File: src/rtl/vec_pkg.sv
// rtl/vec_pkg.sv - shared types and constants for the vector load/store path
package vec_pkg;

    localparam int VLEN_MAX = 16;
    localparam int LANES    = 4;
    localparam int DW       = 32;

    typedef enum logic [1:0] {
        IDLE  = 2'd0,
        ISSUE = 2'd1,
        DONE  = 2'd2
    } vload_state_t;

    typedef logic [31:0] elem_t;

endpackage

File: src/rtl/vload_addr_gen.sv
// rtl/vload_addr_gen.sv - four-lane strided address generator, purely combinational
module vload_addr_gen
    import vec_pkg::*;
(
    input  elem_t              ptr,
    input  elem_t              stride,
    output elem_t [LANES-1:0]  lane_addr,
    output elem_t              next_ptr
);

    // Lane offsets use shift/add so no multiplier is inferred; all sums wrap modulo 2^32.
    always_comb begin
        lane_addr[0] = ptr;
        lane_addr[1] = ptr + stride;
        lane_addr[2] = ptr + (stride << 1);
        lane_addr[3] = ptr + (stride << 1) + stride;
        next_ptr     = ptr + (stride << 2);
    end

endmodule

File: src/rtl/vector_load_unit.sv
// rtl/vector_load_unit.sv - strided vector load sequencer feeding one vector register
module vector_load_unit #(
    parameter int VLEN_MAX = 16,
    parameter int LANES    = 4,
    parameter int DW       = 32
) (
    input  logic                   clk,
    input  logic                   rst,
    input  logic                   start,
    input  logic [DW-1:0]          base_addr,
    input  logic [DW-1:0]          stride,
    input  logic [4:0]             vlen,
    output logic                   busy,
    output logic [DW-1:0]          addr1,
    output logic [DW-1:0]          addr2,
    output logic [DW-1:0]          addr3,
    output logic [DW-1:0]          addr4,
    input  logic [DW-1:0]          rdata1,
    input  logic [DW-1:0]          rdata2,
    input  logic [DW-1:0]          rdata3,
    input  logic [DW-1:0]          rdata4,
    output logic [VLEN_MAX*DW-1:0] result,
    output logic [VLEN_MAX-1:0]    wr_mask,
    output logic                   wr_en,
    output logic                   done
);
    import vec_pkg::*;

    // idx must hold idx+LANES past the last beat without overflowing
    localparam int IW = $clog2(VLEN_MAX + LANES) + 1;
    localparam int EW = $clog2(VLEN_MAX);

    vload_state_t                  state, state_d;
    logic [DW-1:0]                 ptr, stride_q;
    logic [IW-1:0]                 idx, vlen_q, vlen_sat;
    logic [VLEN_MAX-1:0][DW-1:0]   res_q;
    logic [VLEN_MAX-1:0]           mask_q;
    logic [LANES-1:0]              active;
    logic [LANES-1:0][IW-1:0]      lane_idx;
    logic [LANES-1:0][DW-1:0]      rd;
    elem_t [3:0]                   lane_addr;
    elem_t                         next_ptr;

    assign rd       = {rdata4, rdata3, rdata2, rdata1};
    assign vlen_sat = (IW'(vlen) > IW'(VLEN_MAX)) ? IW'(VLEN_MAX) : IW'(vlen);
    assign result   = res_q;
    assign wr_mask  = mask_q;

    vload_addr_gen u_addr_gen (
        .ptr       (ptr),
        .stride    (stride_q),
        .lane_addr (lane_addr),
        .next_ptr  (next_ptr)
    );

    // State register
    always_ff @(posedge clk) begin
        if (rst) state <= IDLE;
        else     state <= state_d;
    end

    // Next state, lane activity and outputs; addresses depend only on registered state
    always_comb begin
        state_d = state;
        busy    = 1'b0;
        done    = 1'b0;
        wr_en   = 1'b0;
        for (int k = 0; k < LANES; k++) begin
            lane_idx[k] = idx + IW'(k);
            active[k]   = (state == ISSUE) && (lane_idx[k] < vlen_q);
        end
        addr1 = active[0] ? lane_addr[0] : '0;
        addr2 = active[1] ? lane_addr[1] : '0;
        addr3 = active[2] ? lane_addr[2] : '0;
        addr4 = active[3] ? lane_addr[3] : '0;
        case (state)
            IDLE: begin
                if (start) state_d = (vlen_sat == '0) ? DONE : ISSUE;
            end
            ISSUE: begin
                busy = 1'b1;
                if (idx + IW'(LANES) >= vlen_q) state_d = DONE;
            end
            DONE: begin
                busy    = 1'b1;
                done    = 1'b1;
                wr_en   = 1'b1;
                state_d = IDLE;
            end
            default: state_d = IDLE;
        endcase
    end

    // Request capture, beat pointer/index advance and element/mask capture
    always_ff @(posedge clk) begin
        if (rst) begin
            ptr      <= '0;
            stride_q <= '0;
            idx      <= '0;
            vlen_q   <= '0;
            res_q    <= '0;
            mask_q   <= '0;
        end else begin
            case (state)
                IDLE: begin
                    if (start) begin
                        ptr      <= base_addr;
                        stride_q <= stride;
                        vlen_q   <= vlen_sat;
                        idx      <= '0;
                        res_q    <= '0;
                        mask_q   <= '0;
                    end
                end
                ISSUE: begin
                    for (int k = 0; k < LANES; k++) begin
                        if (active[k]) begin
                            res_q[lane_idx[k][EW-1:0]]  <= rd[k];
                            mask_q[lane_idx[k][EW-1:0]] <= 1'b1;
                        end
                    end
                    ptr <= next_ptr;
                    idx <= idx + IW'(LANES);
                end
                default: ;
            endcase
        end
    end

endmodule

File: config.mk
export PLATFORM = sky130hd
export DESIGN_NAME = vector_load_unit
export DESIGN_NICKNAME = d
export VERILOG_FILES = /design/src/rtl/vec_pkg.sv /design/src/rtl/vload_addr_gen.sv /design/src/rtl/vector_load_unit.sv
export SDC_FILE = /design/constraint.sdc
export NUM_CORES = 1
export LEC_CHECK = 0
export BUFFER_PORTS_ARGS = -buffer_cell sky130_fd_sc_hd__buf_4
export CAP_MARGIN = 15
export CORE_AREA = 2 2 337 339
export DETAILED_ROUTE_END_ITERATION = 7
export DIE_AREA = 0 0 339 341
export PLACE_DENSITY = 0.46
export SLEW_MARGIN = 20
export SYNTH_ARGS = -nofsm -noshare
export SYNTH_HDL_FRONTEND = slang
export SYNTH_SLANG_ARGS = --single-unit
File: constraint.sdc
create_clock -name clk -period 9.94 [get_ports clk]
set_clock_uncertainty 0.2 [all_clocks]
set_input_delay 1.988 -clock clk [delete_from_list [all_inputs] [get_ports clk]]
set_output_delay 1.988 -clock clk [all_outputs]
set_load 0.02 [all_outputs]
### After elaboration in Yosys (flattened, before gate mapping)

Cells that the tools add are included.

| cells by class | value |
|---|---|
| add/subtract/negate cells | 8 |
| order comparisons | 14 |
| equal/unequal tests | 4 |
| muxes and demuxes | 59 |
| bitwise operators | 4 |
| reduce and logical (&&, ||, !) cells | 15 |

Operators with widths:

| cell | count |
|---|---|
| $mux W512 | 11 |
| $bwmux W512 | 4 |
| $pmux W512 S2 | 1 |
| $demux W32 S4 | 4 |
| $mux W32 | 9 |
| $mux W16 | 11 |
| $add A32 B32 Y32 | 4 |
| $or A16 B16 Y16 | 4 |
| $pmux W32 S2 | 1 |
| $pmux W16 S2 | 1 |
| $lt A6 B6 Y1 | 4 |
| $lt A4 B5 Y1 const B | 4 |
| $demux W1 S4 | 4 |
| $ge A4 B1 Y1 const B | 4 |
| $add A6 B2 Y6 const B | 2 |
| $pmux W6 S2 | 1 |
| $logic_and A1 B1 Y1 | 8 |
| $add A6 B1 Y6 const B | 1 |
| $add A6 B3 Y6 const B | 1 |
| $ge A6 B6 Y1 | 1 |
| $logic_not A6 Y1 | 1 |
| $mux W1 | 6 |
| $mux W2 | 3 |
| $mux W6 | 1 |
| other kinds (11) | 13 |

| word-level totals | value |
|---|---|
| register bits after elaboration | 606 |
| input port bits | 200 |
| logic and storage cells | 126 |

### Longest topological paths before layout

Gate-level depths: netlist of the first run.

| logic depth | value |
|---|---|
| word-level depth | 19 |
| mapped depth | 20 |
| mapped depth without buffers | 19 |

### Hierarchy

A second synthesis of the first run with hierarchy kept.

| second synthesis, totals | value |
|---|---|
| cells, all modules | 3362 |
| area total of the unflattened synthesis | 29587.1 um^2 |

By module, submodules not included:

| module | instances | cells an instance | area an instance (um^2) | sequential area each (um^2) |
|---|---|---|---|---|
| vector_load_unit | 1 | 2531 | 23492.5 | 12071.6 |
| vload_addr_gen | 1 | 831 | 6094.6 | 0.0 |

### Worst setup path after synthesis of the first run

No wires, ideal clock.

| timing path | value |
|---|---|
| kind | flip-flop to output port |
| start point | reg stride_q[1] |
| end point | out addr4[29] |
| arrival | 4396 ps |
| path slack | 3356 ps |
| stages on the path, launching flop included | 20 |
| cell sequence | dfxtp_1 > ha_1 > a211oi_1 > o21bai_1 > a21oi_1 > o21ai_0 > a21oi_1 > o21a_1 > o21ai_0 > xor2_1 > ha_1 > a21o_1 > a21o_1 > a21o_1 > a221oi_1 > o21ai_0 > a211o_1 > a311oi_1 > o21ai_0 > a21oi_1 |

| between the ends | value |
|---|---|
| word-level cells in the longest chain between the ends | 3 |

Ends and longest elaborated chain:

| element | line | text |
|---|---|---|
| start: declaration | vector_load_unit.sv:34 | `logic [DW-1:0] ptr, stride_q;` |
| start signal: assignment | vector_load_unit.sv:108 | `stride_q <= stride;` |
| $add A32 B32 Y32 | vload_addr_gen.sv:16 | `lane_addr[3] = ptr + (stride << 1) + stride;` |
| $add A32 B32 Y32 * | vload_addr_gen.sv:16 |  |
| $mux W32 * | vector_load_unit.sv:75 | `addr4 = active[3] ? lane_addr[3] : '0;` |
| end: declaration | vector_load_unit.sv:17 | `output logic [DW-1:0] addr4,` |

Every way passes the cells marked *; elsewhere a longest branch is shown, timed or not.

### Final worst setup path of the first run

Same ends and word-level chain as after synthesis.

==> summary.md, run 1 <==
| Metric | Value |
|---|---|
| Die area | ~120000 sq um |
| Synth Warn # | 0 |
| Power share of the clock group | 43.8% |
| Post-Syn Area | between 20000 and 30000 sq um |
| Internal power | approximately 4.6 mW |
| Hold Violations, Final | 0 |
| Post-CTS setup buffers | 0 |
| Tot GR Track Use | between 20% and 30% |
| Leakage power | 15.7 nW |
| Worst slew margin | between 20% and 30% |
| Vias after detailed routing | ~29000 |
| Share of layout cells above drive strength 1 | between 20% and 30% |
| Syn avg cell area | around 7.8 sq um |
| Highest net fanout along the worst path | 8 |
| Dpl hpwl | just over 100000 um |
| GPL Wtd Cong | 0.888 |
| Number of synthesized register bits | 603 |
| Final cell count without fillers | ~5900 |
| Setup WS pre-CTS | ~2300 ps |
| Grt total ovfl | 0 |
| Crit share post-route | a little under nine tenths |
| First-pass GRT wire length | 193000 um |
| CTS resizes | 0 |
| Largest net degree at the start of global routing | about 180 |
| Post-DP Area | roughly 36000 sq um |
| I/O Pins | 859 |
| Drt via density | a little under 5 |
| Reg clk slew, reported paths | roughly 60 ps |
| Finished Cell Area | between 30000 and 40000 sq um |
| Post-synth EDFFs | 0 |
| Core ar. | 112000 sq um |
| Area Growth Syn to Fin | 37.6% |
| Initial Utilization | around a quarter |
| Register area share after synthesis | 43.2% |
| CTS sink cnt | 603 |
| Setup TNS | 0 ps |
| WS Path Type | flip-flop to primary output |
| Max frequency | about 0.12 GHz |
| Number of library cell types mapped by synthesis | 71 |
| Minimum clock period | around 8500 ps |
| Total power | 6.56 mW |
| DRT Pass-1 Iters | 5 |
| Finished Core Util | between 30% and 40% |
| Die Span Y | between 300 and 400 um |
| Fin. max-slew vios | 0 |
| Primary FF master, synth | dfxtp_1 |
| Required time of the critical path | 7750 ps |
| Clock buffer depth | 3 |
| CTS Root Cell | clkbuf_16 |
| Hold WC Path Type | flip-flop to flip-flop |
| Hold Buf Count CTS | 0 |
| Initial antenna violation count | 8 |
| Most frequent cells in the layout | nand2_1, buf_4, dfxtp_1 |
| Switching Share | between 30% and 40% |
| Final Net Count | 4684 |
| Reg2reg setup slack | between 5000 and 6000 ps |
| Count of input and output buffers | between 800 and 900 |
| RSZ-0062 raised after global routing | no |
| Syn nets | ~3900 |
| CP endpoint kind | primary output |
| TritonCTS Buffers | between 70 and 80 |
| Setup ws final | ~1500 ps |
| Clock Latency Late Sink | ~660 ps |
| Least-Margin Pin Slew | ~1100 ps |
| Vias in the first global route | ~27000 |
| Avg WL per Cell | 23.1 um |
| Sequential share of power | a little under 40% |
| Ys async rst share | 0% |
| Commonest non-fill, non-tap cell in the layout | nand2_1 |
| H-tree depth | 3 |
| Width of the chip | 339 um |
| Drt drc | 0 |
| CTS tree | built |
| Combinational Power Share | between 15 and 20% |
| Layout fillers | 11900 |
| WHS | about 250 ps |
| Maxcap violations | 0 |
| Status | completed |
| Routed Antenna Nets | 0 |
| Violation count after the first detailed-route iteration | between 2000 and 2500 |
| Type of origin of the critical path | flip-flop |
| PwrDens | approximately 170 nW/um^2 |
| Placed insts | 5760 |
| CP arrival | about 6300 ps |
| Peak VDD IR | about 0.14 mV |
| Synth Instances | around 3600 |
| Net Switching | between 1.5 and 2 mW |
| Row count | between 100 and 150 |
| Final WL | 136000 um |
| Setup Viol. Count Final | 0 |
worst max-delay path, cell delays in order (launching register included):
cell and delay [ps]:
dfxtp_1 530, ha_1 310, a211oi_1 270, o21bai_1 120
a21oi_1 600, o21ai_0 190, a21oi_1 310, o21a_1 160
o21ai_0 100, xor2_1 180, ha_1 340, a21o_1 190
a21o_1 170, a21o_1 190, a221oi_1 450, o21ai_0 220
a211o_1 370, a311oi_1 380, o21ai_0 130, a21oi_1 230
buf_4 190
final timing paths:
check	from	end	cells past startpoint
worst max-delay path	stride_q[1]$_SDFFE_PP0P_	addr4[29]	20
worst min-delay path	result[74]$_SDFFE_PP0P_	result[74]$_SDFFE_PP0P_	2
worst max register to register	stride_q[1]$_SDFFE_PP0P_	ptr[28]$_SDFFE_PP0P_	11
worst min register to register	result[74]$_SDFFE_PP0P_	result[74]$_SDFFE_PP0P_	2
cells by family after synthesis:
kind of cell               synth area share, %
DFF                                       43.2
and+or+nand+nor                           22.4
AOI/OAI and AO/OA                         20.8
buffers and inverters                     3.64
muxes                                    0.251
adders and majority gates                 6.51
xor gates and xnor gates                  3.22
area by class of cell:
| class | count | area [sq um] | share of cell area, % |
|---|---|---|---|
| Clock buffer | 113 | 2240 | 5.83 |
| Antenna cell | 5 | 12.5 | 0.0325 |
| Tap cell | 1500 | 1880 | 4.88 |
| Multi-Input combinational cell | 2734 | 15000 | 39.0 |
| Sequential cell | 603 | 12100 | 31.4 |
| Inverter | 32 | 120 | 0.312 |
| Timing Repair Buffer | 893 | 6790 | 17.6 |
| Clock inverter | 24 | 364 | 0.947 |
Yosys cell counts (all sizes together), types with 3 or more instances:
cell type	number	share of area (%)
nor4	5	0.13
xor2	42	1.3
nand4	16	0.36
mux2i	7	0.25
nor3b	4	0.11
and4	9	0.28
a311oi	3	0.094
a211o	3	0.094
fa	4	0.29
a21boi	3	0.081
a2111oi	3	0.094
or3	7	0.16
dfxtp	603	43
nor2	314	4.2
o31a	4	0.13
o2111ai	4	0.13
clkbuf	225	3.0
nand3	35	0.63
a41oi	7	0.22
and2	67	1.5
a22oi	132	3.5
buf	11	0.19
or4	4	0.11
nor3	28	0.50
or2	6	0.13
o31ai	3	0.098
inv	32	0.43
o21ai	89	1.6
a211oi	39	1.1
and3	34	0.76
xnor2	60	1.9
a21oi	557	10
nand2b	14	0.31
a31oi	13	0.29
o211ai	7	0.19
nand2	933	13
o21bai	15	0.44
nor2b	21	0.47
ha	139	6.2
nand3b	4	0.11
a221oi	10	0.31
o22ai	3	0.090
o21a	21	0.56
a21o	47	1.3
power groups by stage:
stage	Clock, mW	Combinational [mW]	Sequential [mW]
finish	2.87	1.16	2.52
global route	3.04	1.26	2.53
CTS	2.95	1.16	2.53
detailed placement	0	1.15	2.58
global placement	0	1.16	2.58
floorplan	0	0.720	2.56
state kept, by name, indices dropped and copies added (netlist names):
name      flops
ptr          32
vlen_q        5
stride_q     32
wr_mask      16
state         2
result      512
idx           4
routing by layer:
| layer | vias up | track usage [%] | wire length, um |
|---|---|---|---|
| met5 | - | 0 | 19 |
| met4 | 4 | 10.0 | 5800 |
| met3 | 213 | 5.98 | 9760 |
| met2 | 957 | 36.2 | 63800 |
| met1 | 13600 | 27.7 | 57100 |
| li1 | 13800 | - | - |
Power figures use the tool's default switching activity.
==> run 2: changes to the inputs <==
==> constraint.sdc (replaced) <==
create_clock -name clk -period 9.94 [get_ports clk]
set_clock_uncertainty 0.2 [all_clocks]
set_input_delay 1.491 -clock clk [delete_from_list [all_inputs] [get_ports clk]]
set_output_delay 1.491 -clock clk [all_outputs]
set_load 0.02 [all_outputs]
==> summary.md, run 2 (synthesis results as in run 1) <==
| Metric | Value |
|---|---|
| Status | finished, violations left (was completed) |
| Violated checks | antenna violations |
| Maxcap violations | 0 (unchanged) |
| Width of the chip | 339 um (unchanged) |
| Peak VDD IR | 0.126 mV (was 0.142 mV) |
| Dpl hpwl | 100000 um (was 101000 um) |
| Setup TNS | 0 ps (unchanged) |
| CTS resizes | 0 (unchanged) |
| Leakage power | 15.7 nW (about the same) |
| Tot GR Track Use | 22.4% (about the same) |
| Final Net Count | 4678 (was 4684) |
| RSZ-0062 raised after global routing | no (unchanged) |
| Commonest non-fill, non-tap cell in the layout | nand2_1 (unchanged) |
| Grt met3 use | 5.82% (was 5.98%) |
| Total power | 6.44 mW (was 6.56 mW) |
| TritonCTS Buffers | 74 (was 77) |
| Reg clk slew, reported paths | 60 ps (about the same) |
| PwrDens | 168 nW/um^2 (was 170 nW/um^2) |
| CP arrival | 6250 ps (was 6270 ps) |
| Die area | 116000 sq um (unchanged) |
| Die Span Y | 341 um (unchanged) |
| Setup Viol. Count Final | 0 (unchanged) |
| Post-CTS setup buffers | 0 (unchanged) |
| Clock Latency Late Sink | 640 ps (was 660 ps) |
| WHS | 252 ps (about the same) |
| Max frequency | 0.126 GHz (was 0.118 GHz) |
| Share of layout cells above drive strength 1 | 23.9% (about the same) |
| Final WL | 136000 um (about the same) |
| Highest net fanout along the worst path | 8 (unchanged) |
| First-pass GRT wire length | 194000 um (was 193000 um) |
| WS Path Type | flip-flop to primary output (unchanged) |
| Largest net degree at the start of global routing | 203 (was 181) |
| Setup WS pre-CTS | 2790 ps (was 2330 ps) |
| CTS tree | built (unchanged) |
| Clock buffer depth | 3 (unchanged) |
| Hold WC Path Type | flip-flop to flip-flop (unchanged) |
| Multi-input logic area | 15000 sq um (about the same) |
| Initial Utilization | 25.0% (unchanged) |
| Finished Core Util | 34.2% (was 34.4%) |
| Initial antenna violation count | 9 (was 8) |
| Least-Margin Pin Slew | 1140 ps (was 1070 ps) |
| Count of input and output buffers | 858 (unchanged) |
| Core ar. | 112000 sq um (unchanged) |
| Grt total ovfl | 0 (unchanged) |
| CTS sink cnt | 603 (unchanged) |
| Grt met1 use | 28.2% (was 27.7%) |
| Most Crowded Layer GR | met2 (unchanged) |
| H-tree depth | 3 (unchanged) |
| Crit share post-route | 79.8% (was 85.1%) |
| Worst Reg-to-Reg Cells | 11 (unchanged) |
| Type of origin of the critical path | flip-flop (unchanged) |
| Hold Buf Count CTS | 0 (unchanged) |
| I/O Pins | 859 (unchanged) |
| FF+latch area | 12100 sq um (unchanged) |
| Fin. max-slew vios | 0 (unchanged) |
| Hold Violations, Final | 0 (unchanged) |
| Layout fillers | 12000 (was 11900) |
| GPL Wtd Cong | 0.891 (was 0.888) |
| Setup ws final | 2000 ps (was 1480 ps) |
| Worst slew margin | 23.9% (was 28.4%) |
| Hold depth | 2 (unchanged) |
| Row count | 123 (unchanged) |
| CP endpoint kind | primary output (unchanged) |
| GR Util met2 | 36.5% (was 36.2%) |
| Max FFs per register | 512 (unchanged) |
| Avg WL per Cell | 23.1 um (about the same) |
| Required time of the critical path | 8250 ps (was 7750 ps) |
| Area Growth Syn to Fin | 36.9% (was 37.6%) |
| Drt via density | 4.81 (was 4.84) |
| Most frequent cells in the layout | nand2_1, buf_4, dfxtp_1 (unchanged) |
| DRT Pass-1 Iters | 5 (unchanged) |
| Violation count after the first detailed-route iteration | 1981 (was 2016) |
| Minimum clock period | 7940 ps (was 8460 ps) |
| Vias in the first global route | 27000 (was 26900) |
| Drt drc | 0 (unchanged) |
| Vias after detailed routing | 28400 (was 28600) |
| CTS Root Cell | clkbuf_16 (unchanged) |
| Routed Antenna Nets | 1 (was 0) |
run 2: cell types whose count changed in the layout (fill, tap and decap cells not counted), sizes merged:
cell and delta:
bufinv -3, clkbuf -4, clkinv +3, inv +2
diode +6, buf -3
run 2: critical path, stage by stage (launching register included):
cell	delay, ps
dfxtp_1	570
ha_1	320
a211oi_1	270
o21bai_1	120
a21oi_1	570
o21ai_0	200
a21oi_1	300
o21a_1	160
o21ai_0	100
xor2_1	170
ha_1	330
a21o_1	180
a21o_1	170
a21o_1	180
a221oi_1	460
a2bb2oi_1	430
nand2_1	180
o21ai_0	130
xor2_1	90
nor2_1	410
buf_4	240
run 2: final cells by class:
| class | instances | area share [%] |
|---|---|---|
| timing repair buffer | 890 | 17.5 |
| inverter | 32 | 0.314 |
| multi-input combinational | 2734 | 39.1 |
| clock buffer | 109 | 5.76 |
| tap | 1500 | 4.90 |
| antenna | 11 | 0.0719 |
| clock inverter | 26 | 0.745 |
| sequential | 603 | 31.5 |
run 2: layer usage:
| layer | vias to the layer above | share of wire [%] |
|---|---|---|
| met3 | 180 | 7.0 |
| met1 | 13500 | 43 |
| met4 | 2 | 3.6 |
| met2 | 930 | 47 |
| met5 | - | 0.0095 |
| li1 | 13800 | - |
run 2: power breakdown:
| part | internal (mW) | switching [mW] | total, mW |
|---|---|---|---|
| sequential | 2.46 | 0.0674 | 2.52 |
| clock | 1.61 | 1.15 | 2.76 |
| combinational | 0.393 | 0.762 | 1.15 |
| total | 4.46 | 1.98 | 6.44 |
run 2: path summary, 6_finish.rpt:
kind | startpoint | endpoint | slack [ps]
setup reg to reg | stride_q[1]$_SDFFE_PP0P_ | ptr[28]$_SDFFE_PP0P_ | 5850
hold / removal | result[91]$_SDFFE_PP0P_ | result[91]$_SDFFE_PP0P_ | 250
hold reg to reg | result[91]$_SDFFE_PP0P_ | result[91]$_SDFFE_PP0P_ | 250
setup / recovery | stride_q[1]$_SDFFE_PP0P_ | addr4[23] | 2000
run 2: metrics by stage:
step                instance area (sq um)  std cells
floorplan                           28000       3605
global placement                    35700       5759
detailed placement                  35700       5759
CTS                                 38200       5894
global route                        38300       5899
finish                              38300       5905
==> run 3: changes to the inputs <==
Settings changed: ABC_AREA set to 1, CORE_AREA 2 2 337 339 to 2 2 330 332, DIE_AREA 0 0 339 341 to 0 0 332 334, PLACE_DENSITY 0.46 to 0.49.
Clock period 9.94 ns to 7.4 ns, I/O delays scaled along.
==> summary.md, run 3 <==
| Metric | Value |
|---|---|
| Type of origin of the critical path | flip-flop (unchanged) |
| Required time of the critical path | 6090 ps (was 8250 ps) |
| Sequential share of power | 36.7% (was 39.2%) |
| PwrDens | 236 nW/um^2 (was 168 nW/um^2) |
| Tot GR Track Use | 23.4% (was 22.4%) |
| WS Path Type | flip-flop to primary output (unchanged) |
| Die Span Y | 334 um (was 341 um) |
| Post-Synth Simple-Gate Area | 18.7% (was 22.4%) |
| Clock buffer depth | 3 (unchanged) |
| Post-synth EDFFs | 0 (unchanged) |
| Leakage power | 18.6 nW (was 15.7 nW) |
| Fraction of the mapped netlist area in adder cells | 6.03% (was 6.51%) |
| Syn avg cell area | 7.01 sq um (was 7.75 sq um) |
| Most frequent cells in the layout | buf_4, a21oi_1, nor2_1 (was nand2_1, buf_4, dfxtp_1) |
| Combinational family with the most area after synthesis | compound AO/OA/AOI/OAI gates (was simple AND/OR/NAND/NOR gates) |
| Synth Instances | 4303 (was 3605) |
| RSZ-0062 raised after global routing | no (unchanged) |
| CP endpoint kind | primary output (unchanged) |
| Routed Antenna Nets | 0 (was 1) |
| Switching Share | 34.3% (was 30.8%) |
| Commonest non-fill, non-tap cell in the layout | buf_4 (was nand2_1) |
| Hold Violations, Final | 0 (unchanged) |
| Final Net Count | 5369 (was 4678) |
| Initial antenna violation count | 10 (was 9) |
| Synth Area in XOR/XNOR | 1.42% (was 3.22%) |
| CP arrival | 4740 ps (was 6250 ps) |
| Count of input and output buffers | 858 (unchanged) |
| Most frequent cell after synthesis | a21oi_1 (was nand2_1) |
| Final WL | 136000 um (about the same) |
| CTS tree | built (unchanged) |
| Post-CTS setup buffers | 0 (unchanged) |
| CTS Root Cell | clkbuf_16 (unchanged) |
| Die area | 111000 sq um (was 116000 sq um) |
| Maxcap violations | 0 (unchanged) |
| Share of layout cells above drive strength 1 | 20.9% (was 23.9%) |
| Hold WC Path Type | flip-flop to flip-flop (unchanged) |
| Post-DP Area | 37600 sq um (was 35700 sq um) |
| Peak VDD IR | 0.146 mV (was 0.126 mV) |
| Register area share after synthesis | 40.0% (was 43.2%) |
| CTS resizes | 0 (unchanged) |
| Fin. max-slew vios | 0 (unchanged) |
| Max FFs per register | 512 (unchanged) |
| Combinational Power Share | 23.4% (was 17.9%) |
| Post-Syn Area | 30200 sq um (was 28000 sq um) |
| H-tree depth | 3 (unchanged) |
| Max frequency | roughly 0.17 GHz |
| Power share of the clock group | 39.9% (was 42.9%) |
| Placed insts | 6363 (was 5759) |
| Crit path max-delay cell type | a21boi_0 (was dfxtp_1) |
| Primary FF master, synth | dfxtp_1 (unchanged) |
| I/O Pins | 859 (unchanged) |
| Post-synthesis mux area share | 0% (was 0.251%) |
| Setup Viol. Count Final | 0 (unchanged) |
| Crit share post-route | approximately four fifths |
| Minimum clock period | just over 6000 ps |
| First-pass GRT wire length | 199000 um (was 194000 um) |
| Dpl hpwl | 101000 um (was 100000 um) |
| Setup TNS | 0 ps (unchanged) |
| Status | completed (was finished, violations left) |
| Row count | 121 (was 123) |
| Delay of the slowest critical-path stage | 540 ps (was 570 ps) |
| Internal power | 6.22 mW (was 4.46 mW) |
| Synth Warn # | 0 (unchanged) |
| WHS | 263 ps (was 252 ps) |
| Syn nets | 4646 (was 3948) |
| Buf/Inv on CP | 3 (was 1) |
| Delay-heaviest family, CP | compound AO/OA/AOI/OAI gates (unchanged) |
| Clock Latency Late Sink | 650 ps (was 640 ps) |
| TritonCTS Buffers | 75 (was 74) |
| Highest net fanout along the worst path | 5 (was 8) |
| Worst slew margin | 14.6% (was 23.9%) |
| Synth Area in Compound Gates | 25.2% (was 20.8%) |
| Hold Buf Count CTS | 0 (unchanged) |
| Drt drc | 0 (unchanged) |
| Net Switching | 3.25 mW (was 1.98 mW) |
| Vias after detailed routing | 31600 (was 28400) |
| Ys async rst share | 0% (unchanged) |
| Violation count after the first detailed-route iteration | 2129 (was 1981) |
| Share of the synthesized area in the top cell type | 40.0% (was 43.2%) |
| Grt total ovfl | 0 (unchanged) |
| Finished Cell Area | 40200 sq um (was 38300 sq um) |
| Avg WL per Cell | 20.9 um (was 23.1 um) |
| Number of library cell types mapped by synthesis | 43 (was 71) |
| Top cell by count, worst path | nand2_1 |
| CTS sink cnt | 603 (unchanged) |
| Core ar. | 108000 sq um (was 112000 sq um) |
| DRT Pass-1 Iters | 5 (unchanged) |
| Vias in the first global route | 30000 (was 27000) |
| Drt via density | 4.85 (was 4.81) |
| Reg clk slew, reported paths | 50 ps (was 60 ps) |
| Area Growth Syn to Fin | 33.3% (was 36.9%) |
| GPL Wtd Cong | 0.914 (was 0.891) |
| Largest cells by area after synthesis | dfxtp_1, a21oi_1, o21ai_0 (was dfxtp_1, nand2_1, a21oi_1) |
| Least-Margin Pin Slew | 1280 ps (was 1140 ps) |
| Number of synthesized register bits | 603 (unchanged) |
| Cell taking the most area after synthesis | dfxtp_1 (unchanged) |
| Largest net degree at the start of global routing | 240 (was 203) |
| CP cell instances | ha_1, nand3_1, nand2_1, nand2_1, nand3_1, nand2_1, o21ai_0, a21oi_1, xor2_1, inv_1, ha_1, nand2_1, inv_1, a21boi_0, o21ai_0, nand2_1, nand2_1, a31oi_1, nand2_1, nand2_1, nor2_1, buf_4 (was ha_1, a211oi_1, o21bai_1, a21oi_1, o21ai_0, a21oi_1, o21a_1, o21ai_0, xor2_1, ha_1, a21o_1, a21o_1, a21o_1, a221oi_1, a2bb2oi_1, nand2_1, o21ai_0, xor2_1, nor2_1, buf_4) |
| Final cell count without fillers | 6508 (was 5905) |
| Synth cell count leaders | a21oi_1, nor2_1, dfxtp_1, nand2_1, o21ai_0 (was nand2_1, dfxtp_1, a21oi_1, nor2_1, clkbuf_1) |
| Width of the chip | 332 um (was 339 um) |
| Initial Utilization | 28.0% (was 25.0%) |
[run 3: cell count changes in the layout (fill, tap and decap cells not counted), sizes merged, moves of 21 or more]
cell    previous run  this run
a211oi            39         5
nor2             314       641
nand2            933       602
nor2b             21         0
xnor2             60        15
and2              67         4
a21oi            557       701
a21o              47        18
o21ai             89       635
nand3             35       103
and3              34         2
o211ai             7        34
a22oi            132         4
inv               36       407
[run 3: cell type report]
| cell class | count | area (sq um) |
|---|---|---|
| multi-input cells | 3053 | 15600 |
| clock buffers | 117 | 2220 |
| flip-flops and latches | 603 | 12100 |
| well taps | 1414 | 1770 |
| repair buffers | 886 | 6690 |
| diodes | 7 | 17.5 |
| clock inverters | 21 | 325 |
| fillers | 11600 | 67600 |
| inverters | 407 | 1530 |
[run 3: cells by family (layout without fill, tap and decap cells)]
kind of cell    Yosys count  in the layout
buf+inv                 647           1431
other cells               0              7
simple gates           1415           1415
fa+ha+maj               143            143
flops                   603            603
compound gates         1446           1446
xor+xnor                 49             49
[run 3: path summary, 6_finish.rpt]
path                              end  cells after the start                      from  slack [ps]
max                         addr4[26]                     22  stride_q[2]$_SDFFE_PP0P_        1350
min           wr_mask[3]$_SDFFE_PP0P_                      1   wr_mask[3]$_SDFFE_PP0P_         260
max reg2reg  result[475]$_SDFFE_PP0P_                     13     state[1]$_SDFFE_PP0P_        2990
min reg2reg   wr_mask[3]$_SDFFE_PP0P_                      1   wr_mask[3]$_SDFFE_PP0P_         260
[run 3: worst reg2reg max path, stage by stage, from the launching register on]
cell and delay (ps):
dfxtp_1 310, inv_1 110, ha_1 180, nand2_1 80, inv_2 550, a21oi_4 80
inv_2 330, nand2_1 240, nor2_4 140, buf_4 520, nand2_2 630, inv_2 760
nor2_1 100, nor2_1 140
[run 3: metrics by stage]
step / setup WS [ps] / total power, mW / util [%]
after floorplan: 2900 / 4.91 / -
after global placement: 2110 / 5.77 / 34.9
after detailed placement: 2090 / 5.76 / 34.9
after CTS: 1370 / 9.59 / 37.3
after global routing: 961 / 9.97 / 37.3
final: 1350 / 9.47 / 37.3
[run 3: power by group through the flow]
stage               sequential (mW)  clock (mW)  combinational, mW
finish                         3.47        3.78               2.22
global route                   3.48        4.02               2.47
CTS                            3.47        3.89               2.23
detailed placement             3.54           0               2.22
global placement               3.54           0               2.23
floorplan                      3.49           0               1.42
[run 3: routing by layer]
layer,vias up,track usage (%),part of all wire (%)
li1,15800,-,-
met2,952,40.1,48
met5,-,0,0.017
met1,14700,28.8,42
met4,4,7.72,3.1
met3,177,5.73,6.9
